<file path="src/rtl/pll_sup_pkg.sv">
// ============================================================================
// pll_sup_pkg
// Shared types and helpers for the PLL lock supervisor.
//   ch_state_e : per-channel sequencing state
//   cnt_w()    : counter width needed to hold values 0..max
//   LOSS_CNT_W : width of each channel's lock-loss counter
// ============================================================================
package pll_sup_pkg;

    typedef enum logic [2:0] {
        ST_RESET  = 3'd0,
        ST_WAIT   = 3'd1,
        ST_STABLE = 3'd2,
        ST_LOCKED = 3'd3,
        ST_FAIL   = 3'd4
    } ch_state_e;

    localparam int LOSS_CNT_W = 8;

    // Width of a counter that must reach 'max' inclusive.
    function automatic int cnt_w(input int max);
        return $clog2(max + 1);
    endfunction

endpackage : pll_sup_pkg

</file>
<file path="src/rtl/pll_lock_ch.sv">
// ============================================================================
// pll_lock_ch
// One supervised rPLL channel: lock synchroniser, sequencing FSM, shared
// hold/timeout/stable counter, retry counter and optional lock-loss counter.
//
// Optional feature macro: PLL_LOSS_COUNT_EN (builds the saturating loss
// counter; otherwise loss_cnt_o is tied to zero).
//
// Ports
//   clk          in   reference clock
//   resetn       in   synchronous active-low reset
//   lock_i       in   raw rPLL LOCK, asynchronous to clk
//   retry_i      in   one-cycle pulse, restarts the channel when in FAIL
//   pll_reset_o  out  rPLL RESET drive, active-high
//   ch_locked_o  out  channel has a debounced lock
//   fail_o       out  retries exhausted
//   loss_cnt_o   out  number of lock-loss events, saturating
// ============================================================================
module pll_lock_ch
    import pll_sup_pkg::*;
#(
    parameter int RESET_HOLD_CYCLES   = 16,
    parameter int LOCK_STABLE_CYCLES  = 1024,
    parameter int LOCK_TIMEOUT_CYCLES = 270000,
    parameter int MAX_RETRIES         = 3
) (
    input  logic                  clk,
    input  logic                  resetn,
    input  logic                  lock_i,
    input  logic                  retry_i,
    output logic                  pll_reset_o,
    output logic                  ch_locked_o,
    output logic                  fail_o,
    output logic [LOSS_CNT_W-1:0] loss_cnt_o
);

    // One counter serves all timed states, so it is sized for the largest
    // terminal value among them.
    localparam int HOLD_MAX  = RESET_HOLD_CYCLES - 1;
    localparam int STAB_MAX  = LOCK_STABLE_CYCLES - 1;
    localparam int TMO_MAX   = LOCK_TIMEOUT_CYCLES - 1;
    localparam int MAX_AB    = (HOLD_MAX > STAB_MAX) ? HOLD_MAX : STAB_MAX;
    localparam int CNT_MAX   = (MAX_AB > TMO_MAX) ? MAX_AB : TMO_MAX;
    localparam int CNT_W_RAW = cnt_w(CNT_MAX);
    localparam int CNT_W     = (CNT_W_RAW < 1) ? 1 : CNT_W_RAW;
    localparam int RTY_W_RAW = cnt_w(MAX_RETRIES);
    localparam int RTY_W     = (RTY_W_RAW < 1) ? 1 : RTY_W_RAW;

    localparam logic [CNT_W-1:0] HOLD_LAST = CNT_W'(HOLD_MAX);
    localparam logic [CNT_W-1:0] STAB_LAST = CNT_W'(STAB_MAX);
    localparam logic [CNT_W-1:0] TMO_LAST  = CNT_W'(TMO_MAX);
    localparam logic [CNT_W-1:0] CNT_ZERO  = {CNT_W{1'b0}};
    localparam logic [CNT_W-1:0] CNT_ONE   = CNT_W'(1'b1);
    localparam logic [RTY_W-1:0] RTY_LAST  = RTY_W'(MAX_RETRIES);
    localparam logic [RTY_W-1:0] RTY_ZERO  = {RTY_W{1'b0}};
    localparam logic [RTY_W-1:0] RTY_ONE   = RTY_W'(1'b1);

    logic [1:0]       sync_q,      sync_d;
    ch_state_e        state_q,     state_d;
    logic [CNT_W-1:0] cnt_q,       cnt_d;
    logic [RTY_W-1:0] retry_q,     retry_d;
    logic             pll_reset_q, pll_reset_d;
    logic             ch_locked_q, ch_locked_d;
    logic             fail_q,      fail_d;
    logic             lock_s;

    // Two-stage synchroniser for the asynchronous LOCK input.
    always_comb begin
        sync_d = {sync_q[0], lock_i};
    end

    assign lock_s = sync_q[1];

    // Next-state, counter and retry logic for the sequencing FSM.
    always_comb begin
        state_d = state_q;
        cnt_d   = cnt_q;
        retry_d = retry_q;
        case (state_q)
            ST_RESET: begin
                if (cnt_q == HOLD_LAST) begin
                    state_d = ST_WAIT;
                    cnt_d   = CNT_ZERO;
                end else begin
                    cnt_d = cnt_q + CNT_ONE;
                end
            end
            ST_WAIT: begin
                // A lock seen in the timeout cycle still wins.
                if (lock_s) begin
                    state_d = ST_STABLE;
                    cnt_d   = CNT_ZERO;
                end else if (cnt_q == TMO_LAST) begin
                    cnt_d = CNT_ZERO;
                    if (retry_q == RTY_LAST) begin
                        state_d = ST_FAIL;
                    end else begin
                        state_d = ST_RESET;
                        retry_d = retry_q + RTY_ONE;
                    end
                end else begin
                    cnt_d = cnt_q + CNT_ONE;
                end
            end
            ST_STABLE: begin
                // A dropout restarts the timeout but keeps the retry budget.
                if (!lock_s) begin
                    state_d = ST_WAIT;
                    cnt_d   = CNT_ZERO;
                end else if (cnt_q == STAB_LAST) begin
                    state_d = ST_LOCKED;
                    cnt_d   = CNT_ZERO;
                    retry_d = RTY_ZERO;
                end else begin
                    cnt_d = cnt_q + CNT_ONE;
                end
            end
            ST_LOCKED: begin
                if (!lock_s) begin
                    state_d = ST_RESET;
                    cnt_d   = CNT_ZERO;
                end else begin
                    cnt_d = CNT_ZERO;
                end
            end
            ST_FAIL: begin
                if (retry_i) begin
                    state_d = ST_RESET;
                    cnt_d   = CNT_ZERO;
                    retry_d = RTY_ZERO;
                end else begin
                    cnt_d = CNT_ZERO;
                end
            end
            default: begin
                state_d = ST_RESET;
                cnt_d   = CNT_ZERO;
                retry_d = RTY_ZERO;
            end
        endcase
    end

    // Outputs are decoded from the next state so they change on the same
    // edge as the state register and come straight from flops.
    always_comb begin
        pll_reset_d = (state_d == ST_RESET) || (state_d == ST_FAIL);
        ch_locked_d = (state_d == ST_LOCKED);
        fail_d      = (state_d == ST_FAIL);
    end

    // State, counter, synchroniser and output registers.
    always_ff @(posedge clk) begin
        if (!resetn) begin
            sync_q      <= 2'b00;
            state_q     <= ST_RESET;
            cnt_q       <= CNT_ZERO;
            retry_q     <= RTY_ZERO;
            pll_reset_q <= 1'b1;
            ch_locked_q <= 1'b0;
            fail_q      <= 1'b0;
        end else begin
            sync_q      <= sync_d;
            state_q     <= state_d;
            cnt_q       <= cnt_d;
            retry_q     <= retry_d;
            pll_reset_q <= pll_reset_d;
            ch_locked_q <= ch_locked_d;
            fail_q      <= fail_d;
        end
    end

    assign pll_reset_o = pll_reset_q;
    assign ch_locked_o = ch_locked_q;
    assign fail_o      = fail_q;

`ifdef PLL_LOSS_COUNT_EN
    logic                  loss_evt_s;
    logic [LOSS_CNT_W-1:0] loss_cnt_q, loss_cnt_d;

    // A loss event is exactly the LOCKED -> RESET transition.
    assign loss_evt_s = (state_q == ST_LOCKED) && !lock_s;

    // Saturating increment of the loss count.
    always_comb begin
        if (loss_evt_s && (loss_cnt_q != {LOSS_CNT_W{1'b1}})) begin
            loss_cnt_d = loss_cnt_q + LOSS_CNT_W'(1'b1);
        end else begin
            loss_cnt_d = loss_cnt_q;
        end
    end

    // Loss counter register, cleared only by resetn.
    always_ff @(posedge clk) begin
        if (!resetn) begin
            loss_cnt_q <= {LOSS_CNT_W{1'b0}};
        end else begin
            loss_cnt_q <= loss_cnt_d;
        end
    end

    assign loss_cnt_o = loss_cnt_q;
`else
    assign loss_cnt_o = {LOSS_CNT_W{1'b0}};
`endif

endmodule : pll_lock_ch

</file>
<file path="src/rtl/pll_lock_supervisor.sv">
// ============================================================================
// pll_lock_supervisor
// Sequences and supervises NUM_PLL rPLL instances from the reference clock
// domain and releases the downstream system reset once all are stable.
//
// Optional feature macro: PLL_LOSS_COUNT_EN (per-channel saturating
// lock-loss counters on loss_cnt_o; zero when undefined).
//
// Ports
//   clk           in   reference clock
//   resetn        in   synchronous active-low reset
//   pll_lock_i    in   [NUM_PLL]    raw rPLL LOCK outputs (asynchronous)
//   retry_i       in   pulse, restarts every channel in FAIL
//   pll_reset_o   out  [NUM_PLL]    rPLL RESET drive, active-high
//   ch_locked_o   out  [NUM_PLL]    per-channel stable lock
//   fail_o        out  [NUM_PLL]    per-channel retries exhausted
//   all_locked_o  out  registered AND of ch_locked_o
//   sys_resetn_o  out  downstream active-low reset (all_locked_o delayed)
//   loss_cnt_o    out  [8*NUM_PLL]  lock-loss counts, channel i at [8i+7:8i]
// ============================================================================
module pll_lock_supervisor
    import pll_sup_pkg::*;
#(
    parameter int NUM_PLL             = 2,
    parameter int RESET_HOLD_CYCLES   = 16,
    parameter int LOCK_STABLE_CYCLES  = 1024,
    parameter int LOCK_TIMEOUT_CYCLES = 270000,
    parameter int MAX_RETRIES         = 3
) (
    input  logic                             clk,
    input  logic                             resetn,
    input  logic [NUM_PLL-1:0]               pll_lock_i,
    input  logic                             retry_i,
    output logic [NUM_PLL-1:0]               pll_reset_o,
    output logic [NUM_PLL-1:0]               ch_locked_o,
    output logic [NUM_PLL-1:0]               fail_o,
    output logic                             all_locked_o,
    output logic                             sys_resetn_o,
    output logic [LOSS_CNT_W*NUM_PLL-1:0]    loss_cnt_o
);

    logic all_locked_q, all_locked_d;
    logic sys_resetn_q, sys_resetn_d;

    for (genvar g = 0; g < NUM_PLL; g++) begin : g_ch
        pll_lock_ch #(
            .RESET_HOLD_CYCLES  (RESET_HOLD_CYCLES),
            .LOCK_STABLE_CYCLES (LOCK_STABLE_CYCLES),
            .LOCK_TIMEOUT_CYCLES(LOCK_TIMEOUT_CYCLES),
            .MAX_RETRIES        (MAX_RETRIES)
        ) u_ch (
            .clk        (clk),
            .resetn     (resetn),
            .lock_i     (pll_lock_i[g]),
            .retry_i    (retry_i),
            .pll_reset_o(pll_reset_o[g]),
            .ch_locked_o(ch_locked_o[g]),
            .fail_o     (fail_o[g]),
            .loss_cnt_o (loss_cnt_o[LOSS_CNT_W*g +: LOSS_CNT_W])
        );
    end

    // The system reset only follows the all-locked flag, one cycle later,
    // so it can never release ahead of every channel being locked.
    always_comb begin
        all_locked_d = &ch_locked_o;
        sys_resetn_d = all_locked_q;
    end

    // Aggregate status registers.
    always_ff @(posedge clk) begin
        if (!resetn) begin
            all_locked_q <= 1'b0;
            sys_resetn_q <= 1'b0;
        end else begin
            all_locked_q <= all_locked_d;
            sys_resetn_q <= sys_resetn_d;
        end
    end

    assign all_locked_o = all_locked_q;
    assign sys_resetn_o = sys_resetn_q;

endmodule : pll_lock_supervisor
</file>
<file path="config.mk">
export PLATFORM = sky130hd
export DESIGN_NAME = pll_lock_supervisor
export DESIGN_NICKNAME = d
export VERILOG_FILES = /design/src/rtl/pll_sup_pkg.sv /design/src/rtl/pll_lock_ch.sv /design/src/rtl/pll_lock_supervisor.sv
export SDC_FILE = /design/constraint.sdc
export NUM_CORES = 1
export LEC_CHECK = 0
export CAP_MARGIN = 20
export CORE_UTILIZATION = 40
export CTS_CLUSTER_SIZE = 28
export DETAILED_ROUTE_END_ITERATION = 7
export PLACE_DENSITY_LB_ADDON = 0.12
export REMOVE_ABC_BUFFERS = 1
export SLEW_MARGIN = 20
export SYNTH_ARGS = -nofsm -noshare
export SYNTH_HDL_FRONTEND = slang
export SYNTH_SLANG_ARGS = --single-unit
</file>
<file path="constraint.sdc">
create_clock -name clk -period 3.05 [get_ports clk]
set_clock_uncertainty 0.15 [all_clocks]
set_input_delay 0.61 -clock clk [delete_from_list [all_inputs] [get_ports clk]]
set_output_delay 0.61 -clock clk [all_outputs]
set_load 0.005 [all_outputs]
</file>
==> metrics.md <==
| Metric | Value |
|---|---|
| N_diodes | `0` |
| Final period util | `a little under nine tenths` |
| First-pass GRT wire length | `9080 um` |
| Post-cts sizing count | `0` |
| Register area | `1201 sq um` |
| Total GRT Usage | `15.35%` |
| Clock Sinks | `60` |
| Placed wire-length estimate | `around 3700 um` |
| Dpl cells | `429` |
| Clk buf depth | `2` |
| Number of remaining DRC errors | `0` |
| Layout cells sized above 1 | `a little over a tenth` |
| Net count, final | `353` |
| FP Rows | `30` |
| Largest net degree at the start of global routing | `20` |
| Detailed Route WL | `5286 um` |
| Post-synthesis instance area | `2907 sq um` |
| TritonRoute pass-1 iters | `4` |
| Clock root buffer | `clkbuf_8` |
| Critical Path Fanout Max | `19` |
| Slew HR | `48.45%` |
| Initial Utilization | `roughly 42%` |
| Final Wtd Congestion | `0.8061` |
| EDFF count, synth | `0` |
| WS Path Type | `reg -> reg` |
| Non-Filler Instances | `444` |
| Yosys Warn Count | `0` |
| Synth Area in Adders | `1.722%` |
| Initial antenna violation count | `0` |
| # fillers | `712` |
| Synth-to-layout area growth | `10.93%` |
| Number of global-route vias before repair | `1969` |
| Peak VDD IR | `0.0001531 V` |
| Sequential share of the synthesized area | `between 40 and 50%` |
| Tightest Pin Transition | `766.2 ps` |
| # H-tree levels | `3` |
| Startpoint Class | `register` |
| Hold Fails Final Rpt | `0` |
| DRT iter0 DRCs | `74` |
| Synth Area in Simple Gates | `29.10%` |
| Post-synth cell types | `52` |
| CTS buffer count | `9` |
| Post-synthesis mux area share | `0.6888%` |
| LEAKAGE | `1.195 nW` |
| Die height | `87.24 um` |
| Synth Instances | `330` |
| IO Port Bufs | `12` |
| Largest family of logic cells by synthesized area | `simple AND/OR/NAND/NOR gates` |
| F_max | `0.3831 GHz` |
| DRT antenna net count | `0` |
| DIE AREA | `7611 sq um` |
| Tmin final | `2611 ps` |
| Setup Buffers After CTS | `0` |
| IO Count | `29` |
| RSZ-0062 raised after global routing | `false` |
| XOR/XNOR Fraction of Synth Area | `10.25%` |
| Power density over the cells | `471.8 nW/um^2` |
| CTS tree | `built` |
| Global route overflow | `0` |
| Max-slew violations | `0` |
| Synth Flop Type | `dfxtp_1` |
| Core area | `6907 sq um` |
| Area contributors post-synth | `dfxtp_1 41%, xor2_1 6.3%, nor2_1 5.8%` |
| Multi-input gate area | `1543 sq um` |
| Max_cap viols | `0` |
| Post-synthesis register bit count | `60` |
| WL/cell | `~12 um` |
| Reg clk slew, reported paths | `~60 ps` |
| Vias per cell | `4.903` |
| Worst Setup End Kind | `register` |
| Clk_lat worst skew | `340 ps` |
| Top-area cell type share of the netlist area | `41.33%` |
| Routed vias | `2177` |
| Status | `complete, no violations` |
| Critical Path RT | `3120 ps` |
| Ys async rst share | `0%` |
| WP data arrival | `2680 ps` |
| Setup TNS | `0 ps` |
| # setup viols final | `0` |
| Die X | `slightly below 90 um` |
| Area leader, netlist | `dfxtp_1` |
| Hold-fix buffers at CTS | `0` |
| Syn avg cell area | `about 8.8 sq um` |
| Worst hold path class | `reg -> reg` |
| Post-synthesis compound-gate area fraction | `9.255%` |
## synthesized netlist by cell type, types with 6 or more instances
master   number
dfxtp_1      60
nor2_1       45
nand2_1      23
buf_4        22
nand3_1      22
xor2_1       21
xnor2_1      13
nor2_2       10
nor3_1       10
o21ai_0       9
and2_1        8
and3_1        7
inv_1         6
## layout by cell type (no fill, tap or decap), types with 2 or more instances in the layout
cell type / instances
or4_4: 2
clkdlybuf4s50_1: 12
and4_1: 3
nand2_1: 23
nor4_1: 3
conb_1: 16
nor3b_1: 3
mux2i_1: 2
nor3_1: 10
and3_1: 7
xor2_1: 21
o21a_1: 2
dfxtp_1: 60
inv_1: 6
nor2_2: 10
a21boi_0: 3
and3_2: 2
clkbuf_8: 13
buf_4: 4
a211oi_1: 2
or4_1: 2
nor2b_1: 4
nand4_1: 5
a21boi_1: 2
nand2b_1: 4
and2_1: 8
nand3b_1: 2
ha_1: 4
o21ai_0: 9
nand3_1: 22
nor2_1: 45
xnor2_1: 13
or3_1: 2
a21oi_1: 2
o211ai_1: 2
## area by class of cell
cell class | count | share of cell area [%]
inverters | 6 | 0.6985
clock buffers | 14 | 5.666
clock inverters | 1 | 0.1552
multi-input cells | 251 | 47.85
repair buffers | 16 | 4.657
well taps | 96 | 3.725
flip-flops and latches | 60 | 37.25
## report_power, final
group | leakage (nW) | switching [W] | total (W) | internal, W
logic | 0.612 | 0.0000282 | 0.0000474 | 0.0000192
clock network | 0.0986 | 0.000295 | 0.000673 | 0.000378
registers | 0.485 | 0.00000763 | 0.000801 | 0.000793
total | 1.20 | 0.000331 | 0.00152 | 0.00119
## kinds of logic after synthesis
group / Yosys count
XOR/XNOR: 34
other: 1
AO/OA/AOI/OAI: 33
adder cells (fa/ha/maj): 4
flip-flops: 60
multiplexers: 2
AND/OR/NAND/NOR: 162
buffers and inverters: 34
## stage by stage
stage / instance area [sq um] / total power (W) / setup slack (ps) / hold WS (ps) / utilization (%)
floorplan: 2766 / 0.0008465 / 347.5 / 261.8 / -
global placement: 3037 / 0.0008650 / 486.0 / 281.9 / 43.97
detailed placement: 3037 / 0.0008654 / 432.6 / 272.5 / 43.97
CTS: 3224 / 0.001540 / 420.3 / 304.0 / 46.68
global route: 3224 / 0.001584 / 349.3 / 309.1 / 46.68
finish: 3224 / 0.001521 / 439.4 / 298.2 / 46.68
## path summary, 6_finish.rpt
path | from | endpoint | slack (ps) | depth (start not counted)
worst max register to register | g_ch[0].u_ch.cnt_q[13] | g_ch[0].u_ch.cnt_q[4] | 440 | 6
worst max-delay path | g_ch[0].u_ch.cnt_q[13] | g_ch[0].u_ch.cnt_q[4] | 440 | 6
worst min register to register | g_ch[1].u_ch.sync_q[0] | g_ch[1].u_ch.sync_q[1] | 300 | 1
worst min-delay path | g_ch[1].u_ch.sync_q[0] | g_ch[1].u_ch.sync_q[1] | 300 | 1
## worst max-delay path, cell delays in order, from the launching register on
cell      delay (ps)
dfxtp_1          340
or4_4            550
or4_4            530
o21a_1           250
o311ai_4         280
buf_4            310
nor2_1            80
## flip-flops by register name, summed over array words and instances, names as in the netlist
signal                 count
all_locked_o               1
g_ch.u_ch.sync_q           4
g_ch.u_ch.retry_q          4
g_ch.u_ch.state_q          6
g_ch.u_ch.fail_o           2
g_ch.u_ch.ch_locked_o      2
sys_resetn_o               1
g_ch.u_ch.cnt_q           38
g_ch.u_ch.pll_reset_o      2
## per-layer routing
metal	routed length, um	part of all wire, %	track usage, %	vias to the layer above
li1	-	-	-	1127
met1	2766	52	21.09	999
met2	2238	42	22.37	40
met3	166	3.1	3.412	11
met4	114	2.2	8.048	0
met5	0	0	0	-
(Power assumes the default switching activity.)
